==> src/rtl/muldiv_unit.sv <==
// ---------------------------------------------------------------------------
// muldiv_unit
//   Iterative multiply/divide unit holding the architectural HI/LO registers.
//   MULT/MULTU use radix-2 shift-add and DIV/DIVU use restoring division.
//   Each produces one bit per cycle. A final FIX cycle applies the signs and
//   writes HI/LO. MTHI/MTLO write HI/LO in the cycle they are accepted.
//
// Ports
//   clk          clock, all state changes on the rising edge
//   rst_n        synchronous active-low reset
//   start        request, only sampled while busy=0
//   op[2:0]      000 MULT, 001 MULTU, 010 DIV, 011 DIVU, 100 MTHI, 101 MTLO
//   a, b         rs / rt operands, latched at the accepting edge
//   busy         mul/div in progress (MUL, DIV or FIX state)
//   done         one-cycle pulse after HI/LO are written by a mul/div
//   div_by_zero  last completed divide had a zero divisor
//   hi, lo       architectural HI / LO registers
// ---------------------------------------------------------------------------
module muldiv_unit #(
    parameter int WIDTH = 32
) (
    input  logic             clk,
    input  logic             rst_n,
    input  logic             start,
    input  logic [2:0]       op,
    input  logic [WIDTH-1:0] a,
    input  logic [WIDTH-1:0] b,
    output logic             busy,
    output logic             done,
    output logic             div_by_zero,
    output logic [WIDTH-1:0] hi,
    output logic [WIDTH-1:0] lo
);

    localparam int CW = $clog2(WIDTH + 1);

    localparam logic [2:0] OP_MTHI = 3'b100;
    localparam logic [2:0] OP_MTLO = 3'b101;

    typedef enum logic [1:0] {S_IDLE, S_MUL, S_DIV, S_FIX} state_t;

    state_t             state, state_nx;
    logic [CW-1:0]      cnt;
    // Mul: {partial product high half, remaining multiplier bits}.
    // Div: {partial remainder, remaining dividend bits / quotient bits}.
    logic [2*WIDTH-1:0] acc;
    logic [WIDTH-1:0]   opnd;      // multiplicand or divisor magnitude
    logic [WIDTH-1:0]   araw;      // original dividend for the b=0 result
    logic               sgn_q;     // negate product / quotient
    logic               sgn_r;     // negate remainder
    logic               is_div;

    // Operand decode at the accepting edge
    logic               md_start;
    logic               sgn_op;
    logic [WIDTH-1:0]   a_mag, b_mag;

    assign md_start = start && !op[2];
    assign sgn_op   = !op[0];
    assign a_mag    = (sgn_op && a[WIDTH-1]) ? -a : a;
    assign b_mag    = (sgn_op && b[WIDTH-1]) ? -b : b;

    wire last = (cnt == CW'(WIDTH - 1));

    // ---------------- FSM: state register ----------------
    always_ff @(posedge clk) begin
        if (!rst_n) state <= S_IDLE;
        else        state <= state_nx;
    end

    // ---------------- FSM: next state ----------------
    always_comb begin
        state_nx = state;
        case (state)
            S_IDLE:  if (md_start) state_nx = op[1] ? S_DIV : S_MUL;
            S_MUL,
            S_DIV:   if (last) state_nx = S_FIX;
            S_FIX:   state_nx = S_IDLE;
            default: state_nx = S_IDLE;
        endcase
    end

    // ---------------- FSM: outputs ----------------
    always_comb begin
        busy = (state != S_IDLE);
    end

    // ---------------- iteration steps ----------------
    logic [WIDTH:0]     mul_sum;
    logic [WIDTH:0]     mul_add;
    logic [2*WIDTH-1:0] mul_nx;
    logic [WIDTH:0]     div_shift;
    logic               div_ge;
    logic [WIDTH-1:0]   div_diff;
    logic [2*WIDTH-1:0] div_nx;

    always_comb begin
        // Shift-add: add multiplicand into the high half when the current
        // multiplier bit is set, then shift the whole accumulator right.
        mul_add = acc[0] ? {1'b0, opnd} : '0;
        mul_sum = {1'b0, acc[2*WIDTH-1:WIDTH]} + mul_add;
        mul_nx  = {mul_sum, acc[WIDTH-1:1]};

        // Restoring step: bring the next dividend bit into the remainder and
        // subtract the divisor if it fits. The quotient bit enters at the LSB.
        div_shift = {acc[2*WIDTH-1:WIDTH], acc[WIDTH-1]};
        div_ge    = (div_shift >= {1'b0, opnd});
        div_diff  = div_shift[WIDTH-1:0] - opnd;
        div_nx    = {(div_ge ? div_diff : div_shift[WIDTH-1:0]),
                     acc[WIDTH-2:0], div_ge};
    end

    // ---------------- sign fix-up ----------------
    logic [2*WIDTH-1:0] prod_fix;
    logic [WIDTH-1:0]   res_hi, res_lo;

    always_comb begin
        prod_fix = sgn_q ? -acc : acc;
        res_hi   = prod_fix[2*WIDTH-1:WIDTH];
        res_lo   = prod_fix[WIDTH-1:0];
        if (is_div) begin
            if (opnd == '0) begin
                res_hi = araw;
                res_lo = '1;
            end else begin
                res_hi = sgn_r ? -acc[2*WIDTH-1:WIDTH] : acc[2*WIDTH-1:WIDTH];
                res_lo = sgn_q ? -acc[WIDTH-1:0]       : acc[WIDTH-1:0];
            end
        end
    end

    // ---------------- datapath / architectural registers ----------------
    always_ff @(posedge clk) begin
        if (!rst_n) begin
            hi          <= '0;
            lo          <= '0;
            done        <= 1'b0;
            div_by_zero <= 1'b0;
            cnt         <= '0;
            acc         <= '0;
            opnd        <= '0;
            araw        <= '0;
            sgn_q       <= 1'b0;
            sgn_r       <= 1'b0;
            is_div      <= 1'b0;
        end else begin
            done <= 1'b0;
            case (state)
                S_IDLE: begin
                    if (md_start) begin
                        cnt         <= '0;
                        araw        <= a;
                        sgn_q       <= sgn_op & (a[WIDTH-1] ^ b[WIDTH-1]);
                        sgn_r       <= sgn_op & a[WIDTH-1];
                        is_div      <= op[1];
                        div_by_zero <= 1'b0;
                        if (op[1]) begin
                            acc  <= {{WIDTH{1'b0}}, a_mag};
                            opnd <= b_mag;
                        end else begin
                            acc  <= {{WIDTH{1'b0}}, b_mag};
                            opnd <= a_mag;
                        end
                    end else if (start && op == OP_MTHI) begin
                        hi <= a;
                    end else if (start && op == OP_MTLO) begin
                        lo <= a;
                    end
                end
                S_MUL: begin
                    acc <= mul_nx;
                    cnt <= cnt + CW'(1);
                end
                S_DIV: begin
                    acc <= div_nx;
                    cnt <= cnt + CW'(1);
                end
                S_FIX: begin
                    hi   <= res_hi;
                    lo   <= res_lo;
                    done <= 1'b1;
                    if (is_div && opnd == '0) div_by_zero <= 1'b1;
                end
                default: ;
            endcase
        end
    end

endmodule

==> config.mk <==
export PLATFORM = sky130hd
export DESIGN_NAME = muldiv_unit
export DESIGN_NICKNAME = d
export VERILOG_FILES = /design/src/rtl/muldiv_unit.sv
export SDC_FILE = /design/constraint.sdc
export NUM_CORES = 1
export LEC_CHECK = 0
export CAP_MARGIN = 10
export CORE_UTILIZATION = 43
export CTS_BUF_LIST = sky130_fd_sc_hd__clkbuf_16
export DETAILED_ROUTE_END_ITERATION = 6
export PLACE_DENSITY_LB_ADDON = 0.08
export SLEW_MARGIN = 40
export SYNTH_ARGS = -nofsm -noshare
export SYNTH_HDL_FRONTEND = slang
export SYNTH_SLANG_ARGS = --single-unit
==> constraint.sdc <==
create_clock -name clk -period 3.8 [get_ports clk]
set_input_delay 0.76 -clock clk [delete_from_list [all_inputs] [get_ports clk]]
set_output_delay 0.76 -clock clk [all_outputs]
set_load 0.1 [all_outputs]
==> metrics.md <==
| Metric | Value |
|---|---|
| CP startpoint kind | `register` |
| CP Data Required Time | `approximately 4.2 ns` |
| Post-synth top cells | `284 x nand2_1, 232 x nor2_1, 224 x a21oi_1` |
| Slew Limit Fails | `0` |
| Critical Path AT | `4.11 ns` |
| Gr ovfl total | `0` |
| Final hold viol count | `0` |
| Cts hold-fix bufs | `0` |
| H-tree depth | `1` |
| Min cycle time layout | `around 3.7 ns` |
| Hold path depth | `2` |
| Die area | `approximately 40000 um2` |
| GR Util All Layers | `0.351` |
| Max_slew headroom | `0.419` |
| Initial antenna violation count | `0` |
| Number of synthesized register bits | `around 210` |
| Achievable Freq | `about 270 MHz` |
| Post-route ant nets | `0` |
| Mux contribution to synthesized area | `0.0276` |
| Synth unique cells | `80` |
| Drt total wl | `approximately 73000 um` |
| Starting Density | `0.437` |
| Largest family of logic cells by synthesized area | `compound AO/OA/AOI/OAI gates` |
| Vias | `18.9k` |
| Final std cells w/o fill | `between 3k and 4k` |
| Worst Setup End Kind | `register` |
| Synth Area in XOR/XNOR | `0.0996` |
| Syn-to-layout area delta | `19.1%` |
| Row count | `72` |
| WS Path Type | `register to register` |
| VDD IR max | `0.630 mV` |
| Nets | `approximately 2.7k` |
| Reg clk slew, reported paths | `approximately 0.060 ns` |
| Initial DRC count | `1975` |
| First-pass DRT Iterations | `7` |
| Post-Place Cells | `between 3k and 4k` |
| Die X | `around 200 um` |
| Setup WS post-layout | `0.129 ns` |
| Min-Delay Path Class | `register to register` |
| Routed vias/inst | `6.20` |
| Most common cell in the synthesized netlist | `nand2_1` |
| Adder-cell share of the synthesized area | `0.0569` |
| Count of clock tree sinks | `roughly 210` |
| PD cells | `around 660 nW/um2` |
| Status | `finished with violations` |
| CTS max path bufs | `3` |
| Worst-path fanout max | `8` |
| Ys Warns | `0` |
| Core ar. | `38800 um2` |
| Worst r2r path cells | `14` |
| Asr flop ratio synth | `0` |
| Syn avg cell area | `between 7 and 8 um2` |
| Synth Area in Simple Gates | `0.206` |
| Final Skew | `0.0331 ns` |
| GP Congestion | `slightly below 1` |
| Mapped Nets | `2509` |
| First-pass GRT wire length | `108000 um` |
| Final Setup Violations | `0` |
| Fin Hold WS | `between 0.4 and 0.5 ns` |
| Detail Placement HPWL | `56000 um` |
| # DRC | `2` |
| Compound-gate portion of the synthesized area | `0.304` |
| WL/cell | `24.0 um` |
| Number of global-route vias before repair | `17.4k` |
| Mapped Area | `approximately 17000 um2` |
| Layout cells sized above 1 | `0.133` |
| Die Height | `approximately 200 um` |
| Gate Count Post-Synth | `2363` |
| Synth top area cells | `dfxtp_1 24%, a21oi_1 6.6%, nand2_1 6.3%, xnor2_1 5.5%, ha_1 5.5%` |
| Largest net degree at the start of global routing | `80` |
| Main flop type after synthesis | `dfxtp_1` |
| Core Util, Final | `0.520` |
| RSZ-0062 raised after global routing | `false` |
| Root Driver | `clkbuf_16` |
| Max_cap viols | `0` |
| IO Port Bufs | `~140` |
| Inserted Diodes | `0` |
| CTS tree | `yes` |
| Worst-Skew Late Latency | `approximately 0.58 ns` |
| Pre-CTS setup slack | `-0.170 ns` |
| Worst-Margin Slew | `0.863 ns` |
| IO Count | `137` |
| Violations in the final reports | `DRC` |
| TritonCTS buffer count | `27` |
| Leakage power | `~8.2 nW` |
| Synth area leader | `dfxtp_1` |
| Top cell type's share of synthesized area | `0.242` |
| Seq/Total Area, Yosys | `0.242` |
| Post-synth EDFFs | `0` |
| Fin crit share | `0.966` |
-- path summary, 6_finish.rpt --
check | from | end | slack (ns)
setup / recovery | acc[0] | acc[59] | 0.13
hold / removal | hi[29] | hi[29] | 0.43
setup reg to reg | acc[0] | acc[59] | 0.13
hold reg to reg | hi[29] | hi[29] | 0.43
-- per-layer routing --
metal	global-route usage	part of all wire	vias to the layer above
li1	-	-	8866
met1	0.474	0.43	9012
met2	0.548	0.44	857
met3	0.0508	0.084	170
met4	0.166	0.053	0
met5	0	0	-
-- timing repair --
action / CTS / global route
endpoints found under the setup margin: 0 / 3
gates resized for setup: 0 / 2
buffers inserted: 0 / 0
-- registers in the layout (all words and copies together) (netlist names), 2 cells and up --
| signal | cells |
|---|---|
| state | 2 |
| lo | 32 |
| hi | 32 |
| acc | 64 |
| opnd | 32 |
| cnt | 6 |
| araw | 32 |
-- worst max-delay path, cell delays in order, from the launching register on --
cell,delay [ns]
dfxtp_1,0.33
inv_2,0.15
nor2_1,0.07
ha_1,0.32
a21o_1,0.20
and3_1,0.19
a2111oi_2,0.51
o31ai_1,0.20
buf_4,0.18
a311o_1,0.39
a221oi_1,0.26
buf_4,0.18
o21ai_1,0.09
xor2_1,0.16
a221o_1,0.33
-- per-stage QoR --
step | power, mW | area, um2 | TNS (ns)
finish | 13.3 | 20200 | 0
global route | 13.8 | 20200 | 0
CTS | 13.2 | 20200 | 0
detailed placement | 10.7 | 19400 | -0.631
global placement | 10.9 | 19700 | -0.447
floorplan | 8.28 | 17000 | 0
-- cells in the final DEF, fill, tap and decap left out, drive strengths merged, types with 8 or more instances in the layout --
master / netlist / final
clkbuf: 195 / 27
xnor2: 106 / 106
inv: 74 / 79
o31ai: 37 / 37
a211oi: 28 / 28
or3: 16 / 16
dfxtp: 205 / 205
or4: 19 / 19
a22o: 21 / 21
o211ai: 40 / 40
nand2b: 14 / 14
nor3: 35 / 35
and3: 15 / 15
a21oi: 224 / 224
a311oi: 8 / 8
a221oi: 8 / 8
o21ai: 197 / 197
nand2: 284 / 284
nor2: 232 / 232
o22ai: 13 / 13
or2: 8 / 8
o21a: 16 / 16
a31oi: 13 / 13
a22oi: 27 / 27
ha: 74 / 74
a21o: 35 / 35
clkdlybuf4s50: 0 / 67
xor2: 87 / 87
clkinv: 0 / 14
nand4: 23 / 23
o41ai: 19 / 19
nor4: 27 / 27
nor2b: 17 / 17
mux2i: 40 / 40
o221ai: 23 / 23
a222oi: 21 / 21
nand3: 47 / 47
buf: 15 / 264
-- logic make-up (layout without fill, tap and decap cells) --
family / Yosys count / in the layout
AO/OA/AOI/OAI: 793 / 793
XOR/XNOR: 193 / 193
adder cells (fa/ha/maj): 76 / 76
buffers and inverters: 284 / 454
flip-flops: 205 / 205
multiplexers: 46 / 46
AND/OR/NAND/NOR: 766 / 766
-- final cells by class --
cell class / count / area, um2
clock inverters: 22 / 141
repair buffers: 331 / 2540
well taps: 518 / 648
inverters: 74 / 280
fillers: 3996 / 18600
multi-input cells: 1874 / 11800
flip-flops and latches: 205 / 4110
clock buffers: 27 / 676
-- power by group --
part / switching (mW) / internal [mW]
sequential: 0.362 / 2.62
clock: 1.09 / 1.36
combinational: 5.64 / 2.20
total: 7.10 / 6.18
Power figures use the tool's default switching activity.
